### src/rtl/mem_arbiter2_pkg.sv
// rtl/mem_arbiter2_pkg.sv - state encoding, constants and grant helper for the two-master memory arbiter
package mem_arbiter2_pkg;

  typedef enum logic [1:0] {
    IDLE   = 2'd0,
    GRANT0 = 2'd1,
    GRANT1 = 2'd2
  } state_t;

  localparam logic [31:0] TIMEOUT_RDATA = 32'hDEAD_BEEF;

  // Returns 1 when master 1 should be granted; contention goes to the master that was not served last.
  function automatic logic pick_grant(input logic v0, input logic v1, input logic last);
    if (v0 && v1) begin
      return !last;
    end
    return v1;
  endfunction

endpackage

### src/rtl/mem_arbiter2.sv
// rtl/mem_arbiter2.sv - round-robin arbiter of two masters onto one shared memory bus
// Optional stall timeout enabled by defining MEM_ARBITER2_TIMEOUT_EN.
module mem_arbiter2
  import mem_arbiter2_pkg::*;
#(
  parameter int TIMEOUT_CYCLES = 255
) (
  input  logic        clk,
  input  logic        resetn,
  input  logic        m0_valid,
  input  logic [31:0] m0_addr,
  input  logic [31:0] m0_wdata,
  input  logic [3:0]  m0_wstrb,
  output logic        m0_ready,
  output logic [31:0] m0_rdata,
  input  logic        m1_valid,
  input  logic [31:0] m1_addr,
  input  logic [31:0] m1_wdata,
  input  logic [3:0]  m1_wstrb,
  output logic        m1_ready,
  output logic [31:0] m1_rdata,
  output logic        s_valid,
  output logic [31:0] s_addr,
  output logic [31:0] s_wdata,
  output logic [3:0]  s_wstrb,
  input  logic        s_ready,
  input  logic [31:0] s_rdata,
  output logic        timeout_irq
);

  state_t      state;
  state_t      state_next;
  logic        last_grant;
  logic        last_grant_next;
  logic        cur;
  logic        sel_valid;
  logic [31:0] sel_addr;
  logic [31:0] sel_wdata;
  logic [3:0]  sel_wstrb;
  logic        timeout_hit;

  assign cur       = (state == GRANT1);
  assign sel_valid = cur ? m1_valid : m0_valid;
  assign sel_addr  = cur ? m1_addr  : m0_addr;
  assign sel_wdata = cur ? m1_wdata : m0_wdata;
  assign sel_wstrb = cur ? m1_wstrb : m0_wstrb;

`ifdef MEM_ARBITER2_TIMEOUT_EN
  localparam logic [15:0] TIMEOUT_LIMIT = 16'(TIMEOUT_CYCLES);

  logic [15:0] stall_cnt;

  // Held at zero in IDLE so every grant starts counting from a clean slate.
  always_ff @(posedge clk) begin
    if (!resetn) begin
      stall_cnt <= '0;
    end else if (state == IDLE) begin
      stall_cnt <= '0;
    end else if (!s_ready) begin
      stall_cnt <= stall_cnt + 16'd1;
    end
  end

  // Fires the cycle after the count reached TIMEOUT_CYCLES-1; a late s_ready still wins.
  assign timeout_hit = (state != IDLE) && sel_valid && !s_ready && (stall_cnt == TIMEOUT_LIMIT);
`else
  logic unused_timeout_cfg;
  assign unused_timeout_cfg = ^TIMEOUT_CYCLES;
  assign timeout_hit        = 1'b0;
`endif

  always_ff @(posedge clk) begin
    if (!resetn) begin
      state      <= IDLE;
      last_grant <= 1'b1;
    end else begin
      state      <= state_next;
      last_grant <= last_grant_next;
    end
  end

  always_comb begin
    state_next      = state;
    last_grant_next = last_grant;
    s_valid         = 1'b0;
    s_addr          = '0;
    s_wdata         = '0;
    s_wstrb         = '0;
    m0_ready        = 1'b0;
    m0_rdata        = '0;
    m1_ready        = 1'b0;
    m1_rdata        = '0;
    timeout_irq     = 1'b0;

    case (state)
      IDLE: begin
        if (m0_valid || m1_valid) begin
          state_next = pick_grant(m0_valid, m1_valid, last_grant) ? GRANT1 : GRANT0;
        end
      end
      GRANT0, GRANT1: begin
        s_valid     = sel_valid && !timeout_hit;
        s_addr      = sel_addr;
        s_wdata     = sel_wdata;
        s_wstrb     = sel_wstrb;
        timeout_irq = timeout_hit;
        if (cur) begin
          m1_ready = s_ready || timeout_hit;
          m1_rdata = timeout_hit ? TIMEOUT_RDATA : s_rdata;
        end else begin
          m0_ready = s_ready || timeout_hit;
          m0_rdata = timeout_hit ? TIMEOUT_RDATA : s_rdata;
        end
        if ((sel_valid && s_ready) || timeout_hit) begin
          state_next      = IDLE;
          last_grant_next = cur;
        end else if (!sel_valid) begin
          // Master withdrew its request: abandon without counting it as served.
          state_next = IDLE;
        end
      end
      default: begin
        state_next = IDLE;
      end
    endcase

    // Outputs are combinational from state, so mask them while reset is held.
    if (!resetn) begin
      s_valid     = 1'b0;
      s_addr      = '0;
      s_wdata     = '0;
      s_wstrb     = '0;
      m0_ready    = 1'b0;
      m0_rdata    = '0;
      m1_ready    = 1'b0;
      m1_rdata    = '0;
      timeout_irq = 1'b0;
    end
  end

endmodule

### config.mk
export PLATFORM = sky130hd
export DESIGN_NAME = mem_arbiter2
export DESIGN_NICKNAME = d
export VERILOG_FILES = /design/src/rtl/mem_arbiter2_pkg.sv /design/src/rtl/mem_arbiter2.sv
export SDC_FILE = /design/constraint.sdc
export NUM_CORES = 1
export LEC_CHECK = 0
export BUFFER_PORTS_ARGS = -buffer_cell sky130_fd_sc_hd__buf_2
export CORE_AREA = 4 4 118 120
export DETAILED_ROUTE_END_ITERATION = 6
export DIE_AREA = 0 0 122 124
export GPL_TIMING_DRIVEN = 1
export HOLD_SLACK_MARGIN = 0.06
export MAX_ROUTING_LAYER = met4
export SLEW_MARGIN = 40
export SYNTH_ARGS = -nofsm -noshare
export SYNTH_HDL_FRONTEND = slang
export SYNTH_SLANG_ARGS = --single-unit
export TNS_END_PERCENT = 20
### constraint.sdc
create_clock -name clk -period 2.1 [get_ports clk]
set_input_delay 0.315 -clock clk [delete_from_list [all_inputs] [get_ports clk]]
set_output_delay 0.315 -clock clk [all_outputs]
set_load 0.01 [all_outputs]
==> impl_metrics.json, run 1 <==
{
  "place_ws_ps": 323,
  "crit_path_max_incr_delay_ps": 370,
  "antenna_found_initial": 0,
  "synthCells": 256,
  "total_power_mw": 1.37,
  "yosys_warnings": 0,
  "diodes": 0,
  "grt_max_degree": 70,
  "cpMaxStageDelayCell": "dfxtp_1",
  "cts_tree": "yes",
  "fp.dieW_um": 122,
  "ys_seq_elements": 3,
  "num_vias": 2765,
  "vdd.ir_drop.worst_uv": 177,
  "routedWlPerCell_um": 12.3,
  "drc": 0,
  "num_rows": 42,
  "drt_iter0_markers": 110,
  "viasPerCell": 3.82,
  "p_leak_nw": 2.16,
  "critPathMaxFanout": 33,
  "maxSlewViolCount": 0,
  "clk_latency_ps": 220,
  "setup_viol_count_final": 0,
  "cp_top_family": "simple AND/OR/NAND/NOR gates",
  "start_util": 0.130,
  "critical_path_class": "flop to output pin",
  "dpl.hpwl_um": 7650,
  "layout_setup_ws_ps": 103,
  "root_buffer": "clkbuf_16",
  "antenna_left": 0,
  "period_minus_slack_ps": 2000,
  "crit_required_ps": 1780,
  "p_per_area_mw_per_mm2": 388,
  "cts_made_buffers": 3,
  "gp_congestion": 0.819,
  "die_area_mm2": 0.0151,
  "synth_nets": 431,
  "crit_buf_inv": 3,
  "drt_wl_total_um": 8920,
  "worst_clock_skew_ps": 0.434,
  "grt_first_pass_wirelength_um": 12100,
  "grt_pass1_vias": 2414,
  "cts.sinks": 3,
  "arrival_ps": 1680,
  "core_area_mm2": 0.0130,
  "die_h_um": 124,
  "mostFrequentLayoutCells": "307 x buf_2, 70 x mux2i_1, 69 x nor2_1",
  "clkTransAtPathRegs_ps": 30,
  "outcome": "completed",
  "grt_usage": 0.0989,
  "avgSynthCellArea_um2": 6.61,
  "n_fill_cell": 1465,
  "crit_path_cell_trace": "inv_1 -> ha_1 -> nand2_2 -> nor2_2 -> buf_12 -> and2_1 -> buf_2",
  "drv_cap": 0,
  "synth_area_mm2": 0.00169,
  "finalNonFillerCells": 724,
  "max_freq_mhz": 501,
  "hold_slack_ps": 442,
  "dp_cells": 720,
  "first_pass_iters": 4,
  "hold_viol": 0,
  "cts_htree_levels": 1,
  "worst_setup_path_end_kind": "output pin",
  "layout.cells.most_common": "buf_2",
  "rsz0062_at_grt": "true",
  "grt.overflow.total": 0,
  "cts.path.max_buffers": 2,
  "critPathLaunchType": "flop",
  "ios": 309,
  "period_share": 0.951,
  "hold_class": "input port to flop",
  "ys_seq_area_frac": 0.0355,
  "area.growth.synth_to_final_pct": 108,
  "yosysUniqueCellTypes": 21,
  "port_buffers": 307,
  "fin_nets": 724,
  "drive_gt1_frac": 0.591,
  "final_core_utilization": 0.272
}
final cells by class:
cell class / instances / area (um2) / area share
flip-flops and latches: 3 / 60.1 / 0.0170
multi-input cells: 223 / 1510 / 0.428
well taps: 176 / 220 / 0.0624
repair buffers: 315 / 1650 / 0.467
inverters: 3 / 11.3 / 0.00319
clock buffers: 4 / 78.8 / 0.0223
flip-flops by register name (all words and copies together), names as in the netlist:
name	count
state	2
last_grant	1
worst register-to-register path, cell delays in order (launching register included):
cell     delay, ps
dfxtp_1        300
inv_1          120
ha_4           250
buf_4          190
mux2i_1        230
o32a_1         220
mux2i_1        190
logic make-up after synthesis:
family,Yosys count,share of synthesized area
AOI/OAI and AO/OA,5,0.0214
adders and majority gates,2,0.0148
and+or+nand+nor,144,0.423
muxes,71,0.420
DFF,3,0.0355
other,1,0.00222
buffers and inverters,30,0.0835
stage by stage:
stage | setup TNS [ps] | instance area, um2
2_1_floorplan | 0 | 1690
3_3_place_gp | 0 | 3440
3_5_place_dp | 0 | 3440
4_1_cts | 0 | 3520
5_1_grt | -3.44 | 3530
6_report | 0 | 3530
worst paths after layout:
kind,from,endpoint,slack (ps),cells past startpoint
worst max-delay path,state[1],m0_rdata[18],100,7
worst min-delay path,m1_valid,last_grant,440,3
worst max register to register,state[0],state[0],530,6
worst min register to register,state[0],state[0],460,2
cells in the mapped netlist:
library cell / number / area share
nand2b_1: 1 / 0.0037
and2_1: 33 / 0.12
o32a_1: 1 / 0.0059
nand2_1: 4 / 0.0089
mux2i_1: 71 / 0.42
nor2_1: 69 / 0.15
o21ai_0: 1 / 0.0030
nand3_1: 2 / 0.0059
a21bo_2: 1 / 0.0059
clkbuf_1: 16 / 0.035
inv_1: 3 / 0.0067
and3_1: 33 / 0.12
a21oi_1: 1 / 0.0030
conb_1: 1 / 0.0022
a31oi_1: 1 / 0.0037
nor2_2: 1 / 0.0037
dfxtp_1: 3 / 0.035
buf_2: 5 / 0.015
ha_1: 2 / 0.015
buf_4: 6 / 0.027
or2_2: 1 / 0.0037
where the power goes:
group | switching, mW | internal (mW) | leakage, nW | total, mW
Clock | 0.0547 | 0.251 | 0.0382 | 0.305
Sequential | 0.00733 | 0.0678 | 0.0248 | 0.0751
Combinational | 0.511 | 0.475 | 2.10 | 0.986
Total | 0.573 | 0.794 | 2.16 | 1.37
per-layer routing:
| metal | track usage | vias up | share of wire |
|---|---|---|---|
| met1 | 0.125 | 1193 | 0.40 |
| li1 | - | 1445 | - |
| met4 | 0.0112 | 0 | 0.0027 |
| met2 | 0.176 | 122 | 0.53 |
| met5 | - | - | 0 |
| met3 | 0.0109 | 5 | 0.067 |
timing repair:
item,4_1_cts,5_1_grt
setup buffers,0,0
hold buffers,0,0
setup endpoints to repair,0,3
resized for setup,0,1
No activity file was read; power rests on OpenSTA's default activity.
==> run 2, diff against run 1 <==
--- a/config.mk
+++ b/config.mk
@@ -5,10 +5,11 @@
 export SDC_FILE = /design/constraint.sdc
 export NUM_CORES = 1
 export LEC_CHECK = 0
+export ABC_AREA = 1
 export BUFFER_PORTS_ARGS = -buffer_cell sky130_fd_sc_hd__buf_2
-export CORE_AREA = 4 4 118 120
+export CORE_AREA = 4 4 117 119
 export DETAILED_ROUTE_END_ITERATION = 6
-export DIE_AREA = 0 0 122 124
+export DIE_AREA = 0 0 121 123
 export GPL_TIMING_DRIVEN = 1
 export HOLD_SLACK_MARGIN = 0.06
 export MAX_ROUTING_LAYER = met4
==> run 2 against run 1 <==
Synthesized cell count increased by 45%. Die area decreased by 1.6%. Critical path depth decreased by 1. Total power increased by 29%. Worst setup slack got worse by 38 ps. Sequential power decreased by 3.5%. Count of clock-buffer cells in the layout unchanged. Via count increased by 19%. Sequential share of layout area about the same. First-iteration DRC count decreased by 42%. Largest cell class unchanged.
==> impl_metrics.json, run 2 <==
{
  "grt_max_degree": 69,
  "hold_end": "last_grant",
  "period_share": 0.969,
  "vdd.ir_drop.worst_uv": 193,
  "fin_nets": 837,
  "final-seq-area_um2": 60.1,
  "worst_setup_path_end_kind": "output pin",
  "hold_viol": 0,
  "cts_made_buffers": 3,
  "critPathLaunchType": "flop",
  "maxSlewViolCount": 0,
  "avgSynthCellArea_um2": 4.29,
  "fp.dieW_um": 121,
  "viasPerCell": 3.94,
  "ys_top_cells_by_count": "209 x nor2_1, 68 x nor3_1, 37 x inv_1, 15 x nand2_1, 13 x clkbuf_1",
  "grt_first_pass_wirelength_um": 12900,
  "synth_top_area_share": 0.493,
  "routedWlPerCell_um": 11.7,
  "antenna_left": 0,
  "synth_area_mm2": 0.00159,
  "grt_usage": 0.104,
  "die_h_um": 123,
  "n_fill_cell": 1437,
  "mostFrequentLayoutCells": "307 x buf_2, 208 x nor2_1, 57 x nor3_1",
  "arrival_ps": 1720,
  "synthArstFlopShare": 0,
  "final_core_utilization": 0.277,
  "dpl.hpwl_um": 7600,
  "cts.sinks": 3,
  "layout.cells.most_common": "buf_2",
  "setup_viol_count_final": 0,
  "ff2ff_setup_slack_ps": 740,
  "hold_slack_ps": 358,
  "antenna_found_initial": 0,
  "hp-start": "resetn",
  "crit_required_ps": 1780,
  "critical_path_class": "flop to output pin",
  "layout_setup_ws_ps": 64.2,
  "synth_nets": 546,
  "post-synth-top-count-cell": "nor2_1",
  "yosysUniqueCellTypes": 16,
  "reg.largest.list": "state (2), last_grant (1)",
  "top_register": "state",
  "drt_wl_total_um": 9710,
  "drt_iter0_markers": 64,
  "ys_seq_area_frac": 0.0378,
  "max_freq_mhz": 491,
  "die_area_mm2": 0.0149,
  "clkTransAtPathRegs_ps": 30,
  "clk_latency_ps": 230,
  "cts.path.max_buffers": 2,
  "synthCells": 371,
  "yosysTopAreaCell": "nor2_1",
  "hold_class": "input port to flop",
  "cts_htree_levels": 1,
  "cts_tree": "yes",
  "worst_clock_skew_ps": 1.30,
  "num_vias": 3284,
  "rsz0062_at_grt": "true",
  "ios": 309,
  "largest_reg_flops": 2,
  "reg2regPathDepth": 10,
  "root_buffer": "clkbuf_16",
  "p_leak_nw": 2.34,
  "ys.flop_type": "dfxtp_1",
  "reg2reg_from": "state[0]",
  "num_rows": 41,
  "min_path_cells": 2,
  "multi_input_area_mm2": 0.00131,
  "outcome": "completed",
  "ys_seq_elements": 3,
  "core_area_mm2": 0.0126,
  "area.growth.synth_to_final_pct": 119,
  "start_util": 0.127,
  "rr_endpoint": "state[0]",
  "first_pass_iters": 4,
  "place_ws_ps": 81.0,
  "port_buffers": 307,
  "synth-edff-count": 0,
  "diodes": 0,
  "drive_gt1_frac": 0.505,
  "period_minus_slack_ps": 2040,
  "p_per_area_mw_per_mm2": 506,
  "gp_congestion": 0.788,
  "critPathMaxFanout": 33,
  "grt_pass1_vias": 2847,
  "drc": 0,
  "yosys_warnings": 0,
  "drv_cap": 0,
  "grt.overflow.total": 0,
  "synth_area_leaders": "nor2_1 49%, nor3_1 21%, inv_1 8.7%, dfxtp_1 3.8%, nand2_1 3.5%"
}
-- run 2: cell count changes after synthesis, moves of 11 or more --
cell and change:
inv_1 +34, nor3_1 +68, nand2_1 +11, mux2i_1 -71
and2_1 -33, and3_1 -33, nor2_1 +140
-- run 2: logic make-up after synthesis --
logic type / Yosys count / synth area share
and+or+nand+nor: 296 / 0.756
buffers and inverters: 67 / 0.182
DFF: 3 / 0.0378
AOI/OAI and AO/OA: 2 / 0.00629
adders and majority gates: 2 / 0.0157
other: 1 / 0.00236
-- run 2: worst max path at each step --
| stage | from | end | slack [ps] | depth (start not counted) |
|---|---|---|---|---|
| 2_1_floorplan | state[1] | s_addr[22] | 370 | 6 |
| 3_3_place_gp | state[0] | s_wstrb[2] | 140 | 6 |
| 3_5_place_dp | state[0] | s_wstrb[2] | 80 | 6 |
| 4_1_cts | state[0] | s_addr[25] | 20 | 6 |
| 5_1_grt | state[0] | s_wstrb[2] | -20 | 6 |
| 6_report | state[0] | m0_rdata[4] | 60 | 6 |
-- run 2: where the power goes --
group / internal, mW / total (mW) / switching (mW)
logic: 0.569 / 1.38 / 0.808
clock network: 0.251 / 0.307 / 0.0564
registers: 0.0676 / 0.0725 / 0.00489
total: 0.888 / 1.76 / 0.870
-- run 2: critical path, stage by stage, from the launching register on --
cell     delay, ps
dfxtp_1        320
inv_1           70
ha_2           380
nand3_1        130
buf_12         180
nor2_1         200
buf_2          180
-- run 2: routing by layer --
layer	share of wire	vias up	wire length, um	global-route usage
li1	-	1703	-	-
met1	0.38	1375	3740	0.117
met2	0.51	202	4950	0.199
met3	0.10	4	975	0.0178
met4	0.0040	0	39	0.0127
met5	0	-	0	-
-- run 2: what timing repair did --
action / CTS / global route
pin swaps: 1 / 0
resized for setup: 3 / 11
cloned: 0 / 2
endpoints found under the setup margin: 3 / 65
setup buffers: 0 / 0
hold buffers: 0 / 0
-- run 2: layout make-up --
| cell class | count | share of cell area |
|---|---|---|
| Timing Repair Buffer | 315 | 0.480 |
| Multi-Input combinational cell | 301 | 0.377 |
| Tap cell | 172 | 0.0619 |
| Inverter | 38 | 0.0410 |
| Clock buffer | 4 | 0.0227 |
| Sequential cell | 3 | 0.0173 |
-- run 2: per-stage QoR --
step	std cells	setup TNS, ps	area (um2)	total power [mW]
CTS	831	0	3390	1.70
global placement	827	0	3300	1.38
detailed placement	827	0	3300	1.38
global route	833	-62.2	3480	1.92
finish	833	0	3480	1.76
floorplan	371	0	1590	0.817
==> run 3, diff against run 2 <==
--- a/config.mk
+++ b/config.mk
@@ -7,9 +7,9 @@
 export LEC_CHECK = 0
 export ABC_AREA = 1
 export BUFFER_PORTS_ARGS = -buffer_cell sky130_fd_sc_hd__buf_2
-export CORE_AREA = 4 4 117 119
+export CORE_AREA = 4 4 119 121
 export DETAILED_ROUTE_END_ITERATION = 6
-export DIE_AREA = 0 0 121 123
+export DIE_AREA = 0 0 123 125
 export GPL_TIMING_DRIVEN = 1
 export HOLD_SLACK_MARGIN = 0.06
 export MAX_ROUTING_LAYER = met4
==> constraint.sdc (replaced) <==
create_clock -name clk -period 2.6 [get_ports clk]
set_input_delay 0.39 -clock clk [delete_from_list [all_inputs] [get_ports clk]]
set_output_delay 0.39 -clock clk [all_outputs]
set_load 0.01 [all_outputs]
==> run 3 against run 2 <==
Critical path depth unchanged. Highest routed layer unchanged. Final area decreased by 3.6%. Clock power decreased by 22%. Worst hold slack improved by 71 ps. Utilization decreased by 2.0 points. Sequential share of layout area increased by 0.064 points. Worst setup slack improved by 260 ps. Largest power group unchanged. Total power decreased by 24%. Sequential cell count unchanged.
==> impl_metrics.json, run 3 (synthesis results as in run 2) <==
{
  "p_seq_frac": 0.043,
  "reg.largest.list": "state (2), last_grant (1)",
  "max_freq_mhz": 439,
  "largest_reg_flops": 2,
  "antenna_found_initial": 0,
  "dpl.hpwl_um": 8250,
  "mostFrequentLayoutCells": "307 x buf_2, 209 x nor2_1, 68 x nor3_1",
  "crit_required_ps": 2210,
  "clk_latency_ps": 220,
  "diodes": 0,
  "hold_viol": 0,
  "start_util": 0.122,
  "rr_endpoint": "state[1]",
  "hp-start": "resetn",
  "grt_first_pass_wirelength_um": 14600,
  "critPathLaunchType": "flop",
  "cts_htree_levels": 1,
  "grt_usage": 0.120,
  "drt_wl_total_um": 10000,
  "first_pass_iters": 4,
  "switchingPower_mw": 0.675,
  "gp_congestion": 0.769,
  "outcome": "completed",
  "ff2ff_setup_slack_ps": 860,
  "layout.cells.most_common": "buf_2",
  "clkPwrFrac": 0.178,
  "viasPerCell": 3.97,
  "p_leak_nw": 2.30,
  "period_share": 0.877,
  "combPwrFrac": 0.779,
  "vdd.ir_drop.worst_uv": 207,
  "cts_tree": "yes",
  "min_path_cells": 2,
  "ctsHoldBuffers": 0,
  "dp_cells": 834,
  "worst_clock_skew_ps": 1.05,
  "antenna_left": 0,
  "maxSlewViolCount": 0,
  "drv_cap": 0,
  "hold_class": "input port to flop",
  "fp.dieW_um": 123,
  "die_area_mm2": 0.0154,
  "die_h_um": 125,
  "setup_viol_count_final": 0,
  "cts.path.max_buffers": 2,
  "drt_iter0_markers": 89,
  "num_rows": 42,
  "p_per_area_mw_per_mm2": 400,
  "routedWlPerCell_um": 12.0,
  "cts.sinks": 3,
  "finalSetupTns_ps": 0,
  "final_cell_area_mm2": 0.00335,
  "switching_share": 0.503,
  "hold_end": "last_grant",
  "num_vias": 3331,
  "rsz0062_at_grt": "false",
  "p_int_mw": 0.666,
  "total_power_mw": 1.34,
  "cts-resized-gates": 0,
  "root_buffer": "clkbuf_16",
  "critPathMaxFanout": 37,
  "core_area_mm2": 0.0131,
  "place_area_mm2": 0.00327,
  "clkTransAtPathRegs_ps": 30,
  "reg2regPathDepth": 11,
  "cts_made_buffers": 3,
  "period_minus_slack_ps": 2280,
  "grt.overflow.total": 0,
  "reg2reg_from": "state[0]",
  "worst_setup_path_end_kind": "output pin",
  "cts_setup_buffers": 0,
  "ios": 309,
  "port_buffers": 307,
  "finalNonFillerCells": 838,
  "fin_nets": 838,
  "drive_gt1_frac": 0.486,
  "arrival_ps": 1890,
  "drc": 0,
  "grt_max_degree": 38,
  "critical_path_class": "flop to output pin",
  "area.growth.synth_to_final_pct": 111,
  "grt_pass1_vias": 3055,
  "top_register": "state"
}
run 3: changes by cell type in the layout (fill, tap and decap cells not counted), moves of 4 or more:
cell    before  now
nor3_1      57   68
buf_4        2    9
buf_12       4    0
nor3_2      11    0
run 3: area by class of cell:
| class | count | area (um2) |
|---|---|---|
| clock buffers | 4 | 78.8 |
| flip-flops and latches | 3 | 60.1 |
| fillers | 1536 | 9730 |
| multi-input cells | 301 | 1250 |
| inverters | 38 | 143 |
| well taps | 176 | 220 |
| repair buffers | 316 | 1600 |
run 3: power by group through the flow:
| stage | clock, mW | combinational (mW) | sequential (mW) |
|---|---|---|---|
| finish | 0.239 | 1.04 | 0.0574 |
| global route | 0.250 | 1.17 | 0.0586 |
| CTS | 0.242 | 1.06 | 0.0575 |
| detailed placement | 0 | 1.05 | 0.0580 |
| global placement | 0 | 1.06 | 0.0583 |
| floorplan | 0 | 0.602 | 0.0575 |
run 3: critical path: stages, from the launching register on:
cell and delay (ps):
dfxtp_1 320, inv_1 60, ha_1 360, nand2_2 70, buf_4 250, nor3_1 380
buf_2 210
run 3: per-stage QoR:
step / util / hold WS [ps] / setup slack (ps)
CTS: 0.256 / 426 / 302
global placement: 0.250 / 449 / 537
global route: 0.256 / 431 / 197
detailed placement: 0.250 / 456 / 550
finish: 0.256 / 429 / 320
floorplan: - / 429 / 791
run 3: worst max path at each step:
stage / endpoint / from / depth (start not counted)
floorplan: s_addr[22] / state[1] / 6
global placement: s_wdata[15] / state[0] / 6
detailed placement: s_wdata[15] / state[1] / 6
CTS: s_wdata[15] / state[1] / 6
global route: s_wdata[15] / state[1] / 6
finish: s_wdata[15] / state[1] / 6
run 3: metal layers:
layer  share of wire  global-route usage
met1            0.38               0.129
met2            0.52               0.236
met3           0.088              0.0108
met4           0.010              0.0228
met5               0                   -
